## src/rtl/tlpcpl_axis_tx_pkg.sv

```systemverilog
// Shared TLP datapath definitions: framing FSM encodings, AXIS CC tuser layout
// and dword-enable helpers.
package tlpcpl_axis_tx_pkg;

    typedef enum logic {
        FRM_IDLE   = 1'b0,
        FRM_IN_PKT = 1'b1
    } frm_state_e;

    // tuser on the completer-completion stream carries only the discontinue bit
    localparam int CC_TUSER_W       = 1;
    localparam int CC_TUSER_DISCONT = 0;

    // True when be is non-zero and its set bits run contiguously up from bit 0
    function automatic logic be_contig(input logic [7:0] be);
        return (be != 8'h00) && ((be & (be + 8'd1)) == 8'h00);
    endfunction

endpackage

```

## src/rtl/tlpcpl_axis_tx_if.sv

```systemverilog
// Completion-beat input stream plus AXIS completer-completion output stream.
// slave = the block consuming completion beats; master = the side producing them.
interface tlpcpl_axis_tx_if
    import tlpcpl_axis_tx_pkg::*;
#(
    parameter int PCIE_BUS_WIDTH = 256
) ();
    localparam int DW = PCIE_BUS_WIDTH / 32;

    logic                      cpl_request;
    logic [PCIE_BUS_WIDTH-1:0] cpl_data;
    logic [DW-1:0]             cpl_byteen;
    logic                      cpl_sof;
    logic                      cpl_eof;
    logic                      cpl_rdy;

    logic                      m_axis_cc_tvalid;
    logic                      m_axis_cc_tready;
    logic [PCIE_BUS_WIDTH-1:0] m_axis_cc_tdata;
    logic [DW-1:0]             m_axis_cc_tkeep;
    logic                      m_axis_cc_tlast;
    logic [CC_TUSER_W-1:0]     m_axis_cc_tuser;

    modport slave (
        input  cpl_request, cpl_data, cpl_byteen, cpl_sof, cpl_eof,
        output cpl_rdy,
        output m_axis_cc_tvalid, m_axis_cc_tdata, m_axis_cc_tkeep,
        output m_axis_cc_tlast, m_axis_cc_tuser,
        input  m_axis_cc_tready
    );

    modport master (
        output cpl_request, cpl_data, cpl_byteen, cpl_sof, cpl_eof,
        input  cpl_rdy,
        input  m_axis_cc_tvalid, m_axis_cc_tdata, m_axis_cc_tkeep,
        input  m_axis_cc_tlast, m_axis_cc_tuser,
        output m_axis_cc_tready
    );

endinterface

```

## src/rtl/tlp_skid_buffer.sv

```systemverilog
// Purpose: 2-entry skid buffer that fully decouples push and pop timing.
// Latency: a push into an empty buffer appears on pop_vld the next cycle.
// Backpressure: push_rdy is registered and high whenever fewer than 2 entries are held.
module tlp_skid_buffer #(
    parameter int W = 8
) (
    input  logic         clk,
    input  logic         srst,
    input  logic         push_vld,
    output logic         push_rdy,
    input  logic [W-1:0] push_dat,
    output logic         pop_vld,
    input  logic         pop_rdy,
    output logic [W-1:0] pop_dat
);

    logic [W-1:0] mem_q [2];
    logic         wr_ptr_q;
    logic         rd_ptr_q;
    logic [1:0]   cnt_q;
    logic [1:0]   cnt_d;
    logic         rdy_q;
    logic         push;
    logic         pop;

    assign push     = push_vld & rdy_q;
    assign pop      = pop_vld & pop_rdy;
    assign cnt_d    = cnt_q + 2'(push) - 2'(pop);
    assign push_rdy = rdy_q;
    assign pop_vld  = (cnt_q != 2'd0);
    assign pop_dat  = mem_q[rd_ptr_q];

    always_ff @(posedge clk) begin
        if (srst) begin
            for (int i = 0; i < 2; i++) mem_q[i] <= '0;
            wr_ptr_q <= 1'b0;
            rd_ptr_q <= 1'b0;
            cnt_q    <= 2'd0;
            rdy_q    <= 1'b0;
        end else begin
            if (push) begin
                mem_q[wr_ptr_q] <= push_dat;
                wr_ptr_q        <= ~wr_ptr_q;
            end
            if (pop) rd_ptr_q <= ~rd_ptr_q;
            cnt_q <= cnt_d;
            // Ready tracks the occupancy after this edge, so a pop from full reopens it next cycle
            rdy_q <= (cnt_d != 2'd2);
        end
    end

endmodule

```

## src/rtl/tlpcpl_axis_tx.sv

```systemverilog
// Purpose: frames completion beats onto AXIS CC, checks sof/eof/byteen and counts TLPs.
// Latency: 1 cycle input-to-tvalid through a 2-entry skid buffer, 1 beat/cycle sustained.
// Backpressure: cpl_rdy is registered and drops only when both buffer entries are occupied.
module tlpcpl_axis_tx
    import tlpcpl_axis_tx_pkg::*;
#(
    parameter int PCIE_BUS_WIDTH = 256
) (
    input  logic             clk,
    input  logic             srst,
    tlpcpl_axis_tx_if.slave  bus,
    output logic             frame_err,
    output logic [31:0]      tlp_count
);

    localparam int DW = PCIE_BUS_WIDTH / 32;

    typedef struct packed {
        logic                      tuser;
        logic                      tlast;
        logic [DW-1:0]             keep;
        logic [PCIE_BUS_WIDTH-1:0] data;
    } cc_beat_t;

    frm_state_e state_q, state_d;
    logic       err_flag_q, err_flag_d;
    logic       frame_err_q;
    logic [31:0] tlp_count_q;

    logic       accept;
    logic       be_ok;
    logic       fwd;
    logic       seq_err;
    logic       be_err;
    logic       pkt_err;
    logic       beat_tuser;
    logic       push_vld;
    cc_beat_t   push_beat;
    cc_beat_t   pop_beat;

    assign accept = bus.cpl_request & bus.cpl_rdy;
    assign be_ok  = bus.cpl_eof ? be_contig(8'(bus.cpl_byteen))
                                : (bus.cpl_byteen == '1);

    always_ff @(posedge clk) begin
        if (srst) begin
            state_q     <= FRM_IDLE;
            err_flag_q  <= 1'b0;
            frame_err_q <= 1'b0;
        end else begin
            state_q     <= state_d;
            err_flag_q  <= err_flag_d;
            frame_err_q <= seq_err | be_err;
        end
    end

    always_comb begin
        state_d    = state_q;
        err_flag_d = err_flag_q;
        fwd        = 1'b0;
        seq_err    = 1'b0;
        be_err     = 1'b0;
        pkt_err    = 1'b0;
        beat_tuser = 1'b0;
        if (accept) begin
            unique case (state_q)
                FRM_IDLE: begin
                    if (bus.cpl_sof) begin
                        fwd     = 1'b1;
                        state_d = bus.cpl_eof ? FRM_IDLE : FRM_IN_PKT;
                    end else begin
                        seq_err = 1'b1;
                    end
                end
                FRM_IN_PKT: begin
                    // A stray sof restarts the TLP; the truncated one never gets a tlast
                    fwd     = 1'b1;
                    seq_err = bus.cpl_sof;
                    state_d = bus.cpl_eof ? FRM_IDLE : FRM_IN_PKT;
                end
                default: state_d = FRM_IDLE;
            endcase
            be_err     = fwd & ~be_ok;
            pkt_err    = (state_q == FRM_IN_PKT) & (seq_err | be_err);
            beat_tuser = bus.cpl_eof & (err_flag_q | pkt_err);
            if (fwd & bus.cpl_eof) err_flag_d = 1'b0;
            else if (pkt_err)      err_flag_d = 1'b1;
        end
    end

    assign push_vld  = accept & fwd;
    assign push_beat = {beat_tuser, bus.cpl_eof, bus.cpl_byteen, bus.cpl_data};

    tlp_skid_buffer #(
        .W ($bits(cc_beat_t))
    ) u_skid (
        .clk      (clk),
        .srst     (srst),
        .push_vld (push_vld),
        .push_rdy (bus.cpl_rdy),
        .push_dat (push_beat),
        .pop_vld  (bus.m_axis_cc_tvalid),
        .pop_rdy  (bus.m_axis_cc_tready),
        .pop_dat  (pop_beat)
    );

    assign bus.m_axis_cc_tdata = pop_beat.data;
    assign bus.m_axis_cc_tkeep = pop_beat.keep;
    assign bus.m_axis_cc_tlast = pop_beat.tlast;

    always_comb begin
        bus.m_axis_cc_tuser                   = '0;
        bus.m_axis_cc_tuser[CC_TUSER_DISCONT] = pop_beat.tuser;
    end

    always_ff @(posedge clk) begin
        if (srst)
            tlp_count_q <= 32'd0;
        else if (bus.m_axis_cc_tvalid & bus.m_axis_cc_tready & bus.m_axis_cc_tlast)
            tlp_count_q <= tlp_count_q + 32'd1;
    end

    assign frame_err = frame_err_q;
    assign tlp_count = tlp_count_q;

endmodule
```

## src/flat_wrapper.sv

```systemverilog
// flat-port wrapper written by rule: the top's interface ports become plain ports
module tlpcpl_axis_tx_flat import tlpcpl_axis_tx_pkg::*;
#(
    parameter int PCIE_BUS_WIDTH = 256
)
  (clk, srst, frame_err, tlp_count, bus_cpl_request, bus_cpl_data, bus_cpl_byteen, bus_cpl_sof, bus_cpl_eof, bus_cpl_rdy, bus_m_axis_cc_tvalid, bus_m_axis_cc_tdata, bus_m_axis_cc_tkeep, bus_m_axis_cc_tlast, bus_m_axis_cc_tuser, bus_m_axis_cc_tready);
  tlpcpl_axis_tx_if #(.PCIE_BUS_WIDTH(PCIE_BUS_WIDTH)) bus_i ();
  input  logic clk;
  input  logic srst;
  output logic frame_err;
  output logic [31:0] tlp_count;
  input wire logic [$bits(bus_i.cpl_request)-1:0] bus_cpl_request;
  input wire logic [$bits(bus_i.cpl_data)-1:0] bus_cpl_data;
  input wire logic [$bits(bus_i.cpl_byteen)-1:0] bus_cpl_byteen;
  input wire logic [$bits(bus_i.cpl_sof)-1:0] bus_cpl_sof;
  input wire logic [$bits(bus_i.cpl_eof)-1:0] bus_cpl_eof;
  output wire logic [$bits(bus_i.cpl_rdy)-1:0] bus_cpl_rdy;
  output wire logic [$bits(bus_i.m_axis_cc_tvalid)-1:0] bus_m_axis_cc_tvalid;
  output wire logic [$bits(bus_i.m_axis_cc_tdata)-1:0] bus_m_axis_cc_tdata;
  output wire logic [$bits(bus_i.m_axis_cc_tkeep)-1:0] bus_m_axis_cc_tkeep;
  output wire logic [$bits(bus_i.m_axis_cc_tlast)-1:0] bus_m_axis_cc_tlast;
  output wire logic [$bits(bus_i.m_axis_cc_tuser)-1:0] bus_m_axis_cc_tuser;
  input wire logic [$bits(bus_i.m_axis_cc_tready)-1:0] bus_m_axis_cc_tready;
  assign bus_i.cpl_request = bus_cpl_request;
  assign bus_i.cpl_data = bus_cpl_data;
  assign bus_i.cpl_byteen = bus_cpl_byteen;
  assign bus_i.cpl_sof = bus_cpl_sof;
  assign bus_i.cpl_eof = bus_cpl_eof;
  assign bus_cpl_rdy = bus_i.cpl_rdy;
  assign bus_m_axis_cc_tvalid = bus_i.m_axis_cc_tvalid;
  assign bus_m_axis_cc_tdata = bus_i.m_axis_cc_tdata;
  assign bus_m_axis_cc_tkeep = bus_i.m_axis_cc_tkeep;
  assign bus_m_axis_cc_tlast = bus_i.m_axis_cc_tlast;
  assign bus_m_axis_cc_tuser = bus_i.m_axis_cc_tuser;
  assign bus_i.m_axis_cc_tready = bus_m_axis_cc_tready;
  tlpcpl_axis_tx #(.PCIE_BUS_WIDTH(PCIE_BUS_WIDTH)) u_core (.clk(clk), .srst(srst), .bus(bus_i), .frame_err(frame_err), .tlp_count(tlp_count));
endmodule
```

## config.mk

```make
export PLATFORM = sky130hd
export DESIGN_NAME = tlpcpl_axis_tx_flat
export DESIGN_NICKNAME = d
export VERILOG_FILES = /design/src/rtl/tlpcpl_axis_tx_pkg.sv /design/src/rtl/tlpcpl_axis_tx_if.sv /design/src/rtl/tlp_skid_buffer.sv /design/src/rtl/tlpcpl_axis_tx.sv /design/src/flat_wrapper.sv
export SDC_FILE = /design/constraint.sdc
export NUM_CORES = 1
export LEC_CHECK = 0
export BUFFER_PORTS_ARGS = -buffer_cell sky130_fd_sc_hd__buf_2
export CAP_MARGIN = 20
export CORE_AREA = 2 2 222 224
export DETAILED_ROUTE_END_ITERATION = 10
export DIE_AREA = 0 0 224 226
export HOLD_SLACK_MARGIN = 0.12
export PLACE_DENSITY = 0.73
export SYNTH_ARGS = -nofsm -noshare
export SYNTH_HDL_FRONTEND = slang
export SYNTH_SLANG_ARGS = --single-unit
```

## constraint.sdc

```tcl
create_clock -name clk -period 24.8 [get_ports clk]
set_input_delay 4.96 -clock clk [delete_from_list [all_inputs] [get_ports clk]]
set_output_delay 4.96 -clock clk [all_outputs]
set_load 0.005 [all_outputs]
```

# --- Word level (Yosys, flattened, before mapping) ---
# Memory sizes are Yosys's and may differ from the RTL's. A register that Yosys moved wholly into a read port is not among the register bits.
# Index checks and enable logic that the tools add are counted.
totals:
  mem_count: 1
  elab_cells: 65
  in_bits: 270
  reg_bits: 40
  ramBits: 532
classes:
  n_bitwise: 17
  n_eq_ne: 2
  addsub: 4
  n_reduce_logical: 7
  n_mux: 26
memory_table:
  columns: ["name", "depth", "width", "read_ports", "rd_clocked_by_memory_dff", "write_ports", "line_no", "source"]
  rows:
  - ["u_core.u_skid.mem_q", 2, 266, 1, 1, 2, "tlp_skid_buffer.sv:17", "logic [W-1:0] mem_q [2];"]
ops:
  columns: ["operator", "count"]
  rows:
  - ["266-bit two-way mux", 1]
  - ["266-bit OR reduction", 1]
  - ["32-bit by 1-bit adder with 32-bit output (second input constant)", 1]
  - ["1-bit two-way mux", 22]
  - ["1-bit bitwise AND", 9]
  - ["8-bit by 1-bit adder with 8-bit output (second input constant)", 1]
  - ["8-bit bitwise AND", 1]
  - ["8-bit == test (second input constant)", 1]
  - ["8-bit logical NOT", 1]
  - ["8-bit nonzero test", 1]
  - ["1-bit case mux with 2 select lines", 3]
  - ["1-bit inverter", 4]
  - ["2-bit nonzero test", 2]
  - ["1-bit OR", 3]
  - ["2-bit by 1-bit adder with 2-bit output", 1]
  - ["2-bit inequality test (second input constant)", 1]
  - ["2-bit AND reduction", 1]
  - ["2-bit by 1-bit subtractor with 2-bit output", 1]
  - ["1-bit logical AND", 1]

# --- Longest topological paths before layout ---
# Gate-level depths: netlist (run 1).
logic_depth:
  word_depth: 13
  depth_mapped: 11
  ltp_nobuf: 11

# --- By module ---
# Synthesis (run 1) repeated with hierarchy kept, for this count alone.
unflattened:
  cells_unflattened: 1658
  hier_area_um2: 24830.1
modules_own_cells:
  columns: ["module", "cells_per_inst", "area_per_inst_um2", "seq_area_each_um2", "instances"]
  rows:
  - ["tlp_skid_buffer", 1446, 23047.1, 16095.4, 1]
  - ["tlpcpl_axis_tx", 212, 1783.0, 700.7, 1]

# --- Worst setup path before layout (run 1) ---
# OpenSTA, ideal clock, no wires.
synth_path:
  path_type: "input port to flip-flop"
  start: "input port bus_cpl_request"
  end: "memory u_core.u_skid.mem_q[0][0] in the netlist's numbering, enable pin"
  setup_time_ns: 0.949
  arrival_ns: 17.575
  cell_stages: 4
  path_buffers: 1
  setup_slack_ns: 6.276
  cell_sequence: "and2_1 > clkbuf_1 > nand2_1 > o21bai_1"
synth_lines:
  columns: ["item", "line_no", "source"]
  rows:
  - ["start, declared", "flat_wrapper.sv:12", "input wire logic [$bits(bus_i.cpl_request)-1:0] bus_cpl_request;"]
  - ["end, declared", "tlp_skid_buffer.sv:17", null]

==> run_results.csv, run 1 <==
group,metric,value,unit
pwr,swShare,24.4,%
pwr,vdd_ir_drop_max,0.0614,mV
die,initial_core_util,51.1,%
worst_setup_path,cp_top_family,"buffers and inverters",
sta,finClkSkew,0.0152,ns
detailed_routing,drt_iter0_drc,1141,
detailed_routing,wl_per_cell,20.7,µm
layout,drive_above_1_share,42.2,%
layout,largest_reg_flops,532,
placement,place_ws,15.04,ns
grt,grt_max_degree,267,
worst_setup_path,crit_top_cell,"buf_4",
worst_setup_path,worstSetupPathType,"primary input to flop",
layout,fin_nets,2477,
flow_run,max_cap_viol_count,0,
die,die_h,226,µm
layout,fillers,3674,
sta,timing.final.crit_share,36.6,%
worst_setup_path,critical_path.cell_chain,"buf_2, nor4b_2, buf_12, or2_4, buf_4, buf_4",
grt,grt_util_all_layers,22.7,%
clocking,htree_levels,2,
placement,place_inst,2765,
worst_setup_path,required,25.01,ns
synth,yosysSeqAreaShare,68.0,%
sta,fmax,110,MHz
die,io_pins,571,
placement,place_congestion,0.861,
synth,synth_cell_types,36,
pwr,finalPower,2.53,mW
sta,worst-slew-pin-transition,1.39,ns
synth,synth_edf_count,532,
grt,grt.overflow.total,0,
synth,avgSynthCellArea,14.8,µm²
detailed_routing,num_vias,15200,
synth,yosysWarnings,0,
detailed_routing,ant_nets,0,
detailed_routing,routed_via_density,5.25,
die,core,48300,µm²
synth,ys_ff_latch,573,
worst_setup_path,slowest_delay,0.95,ns
synth,synth_ff_type,"edfxtp_1",
clocking,cts_buffers,58,
layout,postLayoutCellArea,30100,µm²
sta,final_hold_viol_count,0,
layout,postLayoutCoreUtil,62.3,%
clocking,cts_resized,0,
clocking,worstSkewPairLatency,0.60,ns
run_status,outcome,"finished, final reports clean",
grt,grt_pass1_vias,15400,
pwr,power_frac_comb,17.7,%
placement,hpwl,38300,µm
sta,finalSetupViolations,0,
worst_setup_path,crit_fanout,266,
pwr,p_clk_share,36.0,%
synth,syn-num-nets,1940,
sta,finalCriticalPeriod,9.07,ns
layout,top_register,"u_core.u_skid.mem_q",
clocking,path_clk_slew,0.06,ns
sta,setup_ws,15.73,ns
clocking,clock_sinks,573,
pwr,power.switching,0.616,mW
worst_setup_path,critPathBufInv,4,
sta,drv_slew,0,
die,die_w,224,µm
worst_setup_path,arrival,9.28,ns
detailed_routing,routed_wl,59800,µm
die,die_area,50600,µm²
sta,fin_setup_tns,0,ns
detailed_routing,drcViolationCount,0,
clocking,postCtsSetupBuffers,0,
sta,holdWs,0.495,ns
worst_setup_path,cp-end-kind,"flop",
sta,relSlewSlack,7.43,%
pwr,internal_power,1.91,mW
grt,grt_pass1_wl,87500,µm
synth,synthesis.instances,1666,
synth,synthesis.area,24700,µm²
clocking,cts-root-buf,"clkbuf_16",
synth,synthArstFlopShare,0,%
detailed_routing,firstDrtPassIters,5,
layout,syn2layout_area_growth,21.9,%
sta,rsz0062_at_grt,"false",
worst_setup_path,start_kind,"primary input",
min_path,hp-class,"flop to flop",
pwr,seq_power_share,46.4,%
die,rows,81,
placement,dpl_cell_area,28100,µm²
clocking,cts_hold_buf,0,
pwr,leakagePower,12.4,nW
pwr,powerDensity,84.0,nW/µm²
worst_setup_path,cp_slowest_cell,"buf_4",
layout,final_cells,2888,
placement,numPortBuffers,570,
clocking,cts_tree,"built",
clocking,cts_max_path_buffers,3,
grt,antenna_found_initial,20,
## power groups by stage
stage | logic, mW | clock network, mW | registers (mW)
after floorplan | 0.256 | 0 | 1.20
after global placement | 0.445 | 0 | 1.19
after detailed placement | 0.449 | 0 | 1.19
after CTS | 0.452 | 0.924 | 1.17
after global routing | 0.482 | 0.957 | 1.18
final | 0.446 | 0.909 | 1.17
## final timing paths
check | endpoint | depth (start not counted) | from | slack, ns
worst max-delay path | u_core.u_skid.mem_q[1][99] | 6 | srst | 15.73
worst min-delay path | u_core.tlp_count[18] | 2 | u_core.tlp_count[18] | 0.50
worst max register to register | u_core.u_skid.mem_q[1][55] | 7 | u_core.state_q | 19.93
worst min register to register | u_core.tlp_count[18] | 2 | u_core.tlp_count[18] | 0.50
## cells in the final DEF, fill, tap and decap left out, types with 3 or more instances in the layout
cell | Yosys | routed
and2_1 | 529 | 529
xnor2_1 | 8 | 8
clkbuf_16 | 0 | 61
nor4_1 | 10 | 9
dfxtp_1 | 41 | 40
nor2_1 | 24 | 24
o21ai_0 | 5 | 5
diode_2 | 0 | 17
edfxtp_1 | 532 | 532
and4_1 | 4 | 4
a211oi_1 | 5 | 5
or4_1 | 17 | 17
clkbuf_1 | 98 | 8
clkinv_2 | 0 | 11
bufinv_16 | 0 | 9
clkinv_4 | 0 | 3
or3_1 | 5 | 5
nand4_1 | 3 | 3
clkinv_1 | 0 | 10
o31ai_1 | 15 | 15
ha_1 | 4 | 4
mux2_2 | 271 | 271
nand3_1 | 12 | 12
nand2_1 | 17 | 17
inv_1 | 12 | 12
buf_4 | 0 | 10
buf_2 | 5 | 570
a21oi_1 | 20 | 20
nor2b_1 | 9 | 9
xor2_1 | 3 | 3
## cells by family (layout without fill, tap and decap cells)
group	Yosys count	in the layout	synth area share, %
muxes	274	274	12.5
other	0	17	0
adders and majority gates	4	4	0.203
DFF	573	573	68.0
AOI/OAI and AO/OA	48	48	1.22
xor gates and xnor gates	11	11	0.390
buffers and inverters	117	700	1.83
and+or+nand+nor	639	639	15.9
## layout make-up
class | count | area [µm²] | share of cell area (%)
flip-flops and latches | 573 | 16800 | 55.8
multi-input cells | 976 | 7480 | 24.9
repair buffers | 582 | 2970 | 9.86
clock buffers | 71 | 1580 | 5.26
well taps | 622 | 778 | 2.59
clock inverters | 35 | 404 | 1.34
inverters | 12 | 45.0 | 0.150
diodes | 17 | 42.5 | 0.141
## tightest hold or removal path: stages, from the launching register on
cell     delay, ns
dfxtp_1       0.33
o31ai_1       0.07
a21oi_1       0.06
## synthesized netlist by cell type, drive strengths merged, types with 7 or more instances
| master | n | area share, % |
|---|---|---|
| nand2 | 17 | 0.26 |
| a21oi | 20 | 0.41 |
| inv | 12 | 0.18 |
| or4 | 17 | 0.52 |
| nor2 | 24 | 0.36 |
| buf | 7 | 0.16 |
| xnor2 | 8 | 0.28 |
| and2 | 529 | 13 |
| clkbuf | 98 | 1.5 |
| nor4 | 10 | 0.25 |
| mux2 | 272 | 12 |
| dfxtp | 41 | 3.3 |
| nand3 | 12 | 0.24 |
| o31ai | 15 | 0.46 |
| nor2b | 9 | 0.23 |
| edfxtp | 532 | 65 |
## metal layers
metal  track usage, %  up-vias  wire [µm]
met5                0        -         36
met4             10.0        6       1860
met3             6.38      115       4820
met2             38.1      521      29800
met1             27.4     7476      23200
li1                 -     7050          -
Power figures use the tool's default switching activity.
==> run 2: changes to the inputs <==
Settings changed: CORE_AREA 2 2 222 224 to default, CORE_ASPECT_RATIO from default to 1.25, CORE_UTILIZATION from default to 49, DIE_AREA 0 0 224 226 to default.
Clock period 24.8 ns to 8.3 ns, I/O delays scaled along.
==> run 2 against run 1 <==
Against the previous run:
- die area rose by 1.4%
- largest power group unchanged
- sequential power rose to 3.0 times the previous value
- sequential share of layout area rose by 0.24 points
- highest routed layer unchanged
- cell area fell by 0.43%
- the flow now finishes with violations (slew limit)
- worst setup slack got worse by 12 ns
- clock power rose to 2.7 times the previous value
- count of clock-buffer cells in the layout fell by 2
==> run_results.csv, run 2 (synthesis gave the netlist of run 1 again) <==
group,metric,value,unit
min_path,hold_depth,2,
sta,finalCriticalPeriod,4.35,ns
min_path,hp-start,"u_core.tlp_count[18]",
detailed_routing,wl_per_cell,20.2,µm
die,die_h,253,µm
die,die_w,203,µm
min_path,min_to,"u_core.tlp_count[18]",
placement,place_inst,2793,
layout,final_cell_mix,"buf_2, edfxtp_1, and2_1, mux2_2, clkbuf_16",
clocking,htree_levels,2,
grt,antenna_found_initial,27,
sta,worst-slew-pin-transition,1.52,ns
detailed_routing,routed_via_density,5.14,
clocking,worstSkewPairLatency,0.59,ns
sta,final_hold_viol_count,0,
clocking,cts_max_path_buffers,3,
die,die_area,51300,µm²
sta,drv_slew,46,
grt,grt_max_degree,266,
detailed_routing,drt_iter0_drc,971,
pwr,vdd_ir_drop_max,0.180,mV
worst_setup_path,start_kind,"flop",
die,rows,91,
sta,holdWs,0.502,ns
worst_setup_path,worstSetupPathType,"flop to output port",
worst_setup_path,rr_endpoint,"u_core.u_skid.mem_q[0][265]",
flow_run,max_cap_viol_count,0,
worst_setup_path,required,6.64,ns
die,core,49500,µm²
grt,grt_pass1_vias,15200,
placement,numPortBuffers,570,
clocking,cts_buffers,55,
clocking,postCtsSetupBuffers,0,
pwr,powerDensity,243,nW/µm²
run_status,violations,"slew limit",
layout,fillers,3876,
detailed_routing,ant_nets,0,
sta,relSlewSlack,-1.07,%
sta,finClkSkew,0.0202,ns
layout,final_common_cell,"buf_2",
placement,dpl_cell_area,28200,µm²
layout,final_cells,2922,
sta,finalSetupViolations,0,
worst_setup_path,r2r_setup_slack,5.41,ns
die,initial_core_util,49.9,%
worst_setup_path,cp-end-kind,"output port",
worst_setup_path,arrival,2.69,ns
sta,fin_setup_tns,0,ns
layout,postLayoutCellArea,30000,µm²
layout,fin_nets,2473,
clocking,cts-root-buf,"clkbuf_16",
clocking,cts_resized,0,
clocking,clock_sinks,573,
layout,syn2layout_area_growth,21.3,%
layout,top_register,"u_core.u_skid.mem_q",
min_path,hp-class,"flop to flop",
sta,fmax,230,MHz
placement,hpwl,37900,µm
clocking,cts_hold_buf,0,
sta,rsz0062_at_grt,"false",
detailed_routing,routed_wl,59000,µm
clocking,path_clk_slew,0.06,ns
layout,largest_reg_flops,532,
grt,grt.overflow.total,0,
pwr,finalPower,7.30,mW
worst_setup_path,r2r_start,"u_core.state_q",
detailed_routing,drcViolationCount,0,
detailed_routing,firstDrtPassIters,5,
sta,timing.final.crit_share,52.4,%
detailed_routing,num_vias,15000,
worst_setup_path,r2r_cells,7,
run_status,outcome,"finished, violations left",
grt,grt_pass1_wl,87300,µm
worst_setup_path,crit_fanout,68,
clocking,cts_tree,"built",
placement,place_congestion,0.816,
layout,drive_above_1_share,41.7,%
pwr,leakagePower,12.3,nW
grt,grt_util_all_layers,22.3,%
die,io_pins,571,
-- run 2: cell count changes in the layout (fill, tap and decap cells not counted), sizes merged --
cell | previous run | this run
bufinv | 9 | 4
buf | 582 | 581
diode | 17 | 27
clkbuf | 71 | 69
clkinvlp | 2 | 1
clkinv | 24 | 28
-- run 2: worst max path at each step --
stage	cells after the start	endpoint	from
finish	3	bus_m_axis_cc_tdata[95]	flop
global route	3	bus_m_axis_cc_tdata[104]	flop
CTS	3	bus_m_axis_cc_tdata[104]	flop
detailed placement	4	u_core.u_skid.mem_q[0][236]	srst
global placement	4	u_core.u_skid.mem_q[0][238]	srst
floorplan	4	u_core.u_skid.mem_q[0][0]	bus_cpl_request
-- run 2: worst max-delay path, stage by stage, from the launching register on --
cell	delay (ns)
dfxtp_4	0.63
buf_4	0.78
mux2_2	0.45
buf_2	0.14
-- run 2: stage by stage --
stage / utilization (%) / worst slack (ns)
floorplan: - / 1.75
global placement: 56.8 / 3.92
detailed placement: 56.8 / 3.86
CTS: 60.4 / 3.88
global route: 60.5 / 3.82
finish: 60.5 / 3.95
-- run 2: area by class of cell --
cell class | count | area (µm²) | area share (%)
antenna | 27 | 67.6 | 0.225
sequential | 573 | 16800 | 56.1
multi-input combinational | 976 | 7480 | 25.0
clock inverter | 33 | 262 | 0.872
inverter | 12 | 45.0 | 0.150
timing repair buffer | 581 | 3010 | 10.0
tap | 651 | 815 | 2.72
clock buffer | 69 | 1490 | 4.98
-- run 2: power by group --
part           internal [mW]  switching, mW  total (mW)
clock network           1.39           1.06        2.45
registers               3.41         0.0778        3.49
logic                  0.676          0.681        1.36
total                   5.48           1.81        7.30
-- run 2: routing by layer --
metal / up-vias / part of all wire [%] / track usage [%]
li1: 7057 / - / -
met1: 7321 / 38 / 26.2
met2: 523 / 51 / 37.4
met3: 113 / 7.6 / 6.19
met4: 6 / 3.7 / 11.4
met5: - / 0.053 / 0
==> run 3: changes to the inputs <==
Settings changed: ABC_AREA from default to 1.
Clock period 8.3 ns to 3.7 ns, I/O delays scaled along.
==> run 3 against run 2 <==
Against the previous run:
- the flow now finishes without violations
- sequential power increased by 120%
- power increased by 130%
- non-clock buffer count increased by 30
- core utilization increased by 1.0 points
- sequential share of layout area decreased by 0.80 points
- area after synthesis decreased by 0.41%
- clock skew increased by 0.0059 ns
- critical path depth increased by 1
- hold slack got worse by 0.060 ns
- critical endpoint is now bus_m_axis_cc_tdata[136]
- largest cell class unchanged
- largest power group unchanged
- highest routed layer unchanged
==> run_results.csv, run 3 <==
group,metric,value,unit
run_status,outcome,"finished, final reports clean",
clocking,cts_max_path_buffers,3,
clocking,cts_tree,"built",
sta,timing.final.crit_share,80.2,%
detailed_routing,firstDrtPassIters,5,
grt,grt_pass1_vias,16800,
die,io_pins,571,
clocking,path_clk_slew,0.06,ns
detailed_routing,wl_per_cell,18.4,µm
clocking,cts-root-buf,"clkbuf_16",
worst_setup_path,start_kind,"flop",
sta,fin_setup_tns,0,ns
layout,largest_reg_flops,532,
pwr,powerDensity,556,nW/µm²
clocking,postCtsSetupBuffers,0,
clocking,htree_levels,2,
pwr,seq_power_share,45.5,%
worst_setup_path,worstSetupPathType,"flop to output port",
clocking,cts_resized,0,
layout,syn2layout_area_growth,23.6,%
synth,ys_ff_latch,573,
grt,grt_pass1_wl,90800,µm
sta,setup_ws,0.732,ns
grt,grt_util_all_layers,23.0,%
min_path,hp-start,"bus_cpl_sof",
detailed_routing,num_vias,16800,
die,core,49400,µm²
sta,drv_slew,0,
synth,synth_cell_types,33,
pwr,vdd_ir_drop_max,0.441,mV
synth,synthesis.instances,2027,
sta,finClkSkew,0.0261,ns
placement,place_inst,3196,
die,die_h,253,µm
worst_setup_path,cp-end-kind,"output port",
worst_setup_path,arrival,2.23,ns
clocking,cts_buffers,54,
layout,final_cell_mix,"nor2_1, buf_2, edfxtp_1, inv_1, mux2_2",
synth,synthesis.area,24600,µm²
synth,synth_edf_count,532,
pwr,p_clk_share,35.3,%
placement,numPortBuffers,570,
synth,synthArstFlopShare,0,%
placement,place_congestion,0.855,
grt,antenna_found_initial,18,
synth,synthTopCellsByArea,"edfxtp_1, mux2_2, nor2_1",
die,die_w,202,µm
placement,hpwl,40900,µm
clocking,worstSkewPairLatency,0.60,ns
layout,postLayoutCellArea,30400,µm²
synth,yosysWarnings,0,
pwr,finalPower,16.9,mW
layout,final_common_cell,"nor2_1",
sta,worst-slew-pin-transition,0.763,ns
die,die_area,51100,µm²
clocking,cts_hold_buf,0,
pwr,swShare,25.0,%
die,initial_core_util,49.8,%
detailed_routing,routed_wl,60900,µm
pwr,leakagePower,13.8,nW
layout,top_register,"u_core.u_skid.mem_q",
synth,synth_largest_area_cell,"edfxtp_1",
layout,final_cells,3314,
detailed_routing,drt_iter0_drc,1076,
sta,rsz0062_at_grt,"false",
layout,fillers,3902,
detailed_routing,ant_nets,0,
clocking,clock_sinks,573,
pwr,power_frac_comb,19.1,%
worst_setup_path,r2r_start,"u_core.state_q",
synth,synth_ff_type,"edfxtp_1",
layout,fin_nets,2875,
synth,avgSynthCellArea,12.1,µm²
synth,netlist.area_leader.share,64.9,%
grt,grt_max_degree,145,
flow_run,max_cap_viol_count,0,
sta,relSlewSlack,49.1,%
die,rows,91,
pwr,internal_power,12.7,mW
min_path,hp-class,"primary input to flop",
layout,drive_above_1_share,36.9,%
detailed_routing,drcViolationCount,0,
grt,grt.overflow.total,0,
pwr,power.switching,4.23,mW
worst_setup_path,crit_fanout,26,
sta,final_hold_viol_count,0,
synth,syn-num-nets,2301,
sta,finalSetupViolations,0,
sta,fmax,337,MHz
synth,yosysMostFrequentCell,"nor2_1",
placement,place_ws,0.733,ns
worst_setup_path,required,2.96,ns
synth,yosysSeqAreaShare,68.3,%
detailed_routing,routed_via_density,5.06,
sta,finalCriticalPeriod,2.97,ns
synth,synth_common_cells,"nor2_1, edfxtp_1, inv_1",
placement,dpl_cell_area,28500,µm²
[run 3: cell types whose count changed after synthesis, moves of 10 or more]
cell      before  now
nor4_1        10    0
nand3_1       12   29
o31ai_1       15    0
clkbuf_1      98   15
buf_2          5   77
and2_1       529    0
inv_1         12  320
nand2_1       17   77
nor2_1        24  598
or4_1         17    0
nor3_1         0   10
[run 3: cell families (layout without fill, tap and decap cells)]
| kind of cell | count (synthesis) | after routing | share of synthesized area [%] |
|---|---|---|---|
| other | 0 | 18 | 0 |
| and+or+nand+nor | 732 | 732 | 11.7 |
| buffers and inverters | 414 | 1032 | 6.74 |
| AOI/OAI and AO/OA | 33 | 33 | 0.773 |
| adders and majority gates | 4 | 4 | 0.203 |
| xor gates and xnor gates | 6 | 6 | 0.214 |
| DFF | 573 | 573 | 68.3 |
| muxes | 265 | 265 | 12.1 |
[run 3: layout make-up]
cell class                      count  area, µm²  area share (%)
Clock buffer                       63       1410            4.62
Antenna cell                       18       45.0           0.148
Clock inverter                     37        500            1.65
Inverter                          321       1200            3.96
Multi-Input combinational cell   1040       6200            20.4
Timing Repair Buffer              611       3440            11.3
Sequential cell                   573      16800            55.2
Tap cell                          651        815            2.68
[run 3: worst paths after layout]
kind / endpoint / slack [ns] / depth (start not counted)
setup / recovery: bus_m_axis_cc_tdata[136] / 0.73 / 4
hold / removal: u_core.state_q / 0.44 / 3
setup reg to reg: u_core.u_skid.mem_q[0][241] / 1.23 / 8
hold reg to reg: flop / 0.46 / 1
[run 3: metrics by stage]
stage / hold slack (ns) / util (%)
3_3_place_gp: 0.432 / 57.6
2_1_floorplan: 0.426 / -
4_1_cts: 0.397 / 61.4
3_5_place_dp: 0.433 / 57.6
6_report: 0.442 / 61.5
5_1_grt: 0.404 / 61.5
[run 3: critical path, cell delays in order, from the launching register on]
cell	delay, ns
dfxtp_4	0.58
buf_12	0.26
buf_4	0.25
mux2_2	0.35
buf_2	0.15
[run 3: layer usage]
metal	vias up	global-route usage [%]	wire length [µm]
li1	7822	-	-
met1	8107	26.8	22600
met2	694	39.8	31400
met3	137	5.11	4440
met4	2	11.9	2580
met5	-	0	8
[run 3: power groups by stage]
stage	sequential, mW	clock [mW]	combinational [mW]
floorplan	7.77	0	1.82
detailed placement	7.84	0	3.23
global placement	7.81	0	3.22
CTS	7.70	6.08	3.27
finish	7.70	5.98	3.24
global route	7.74	6.29	3.46
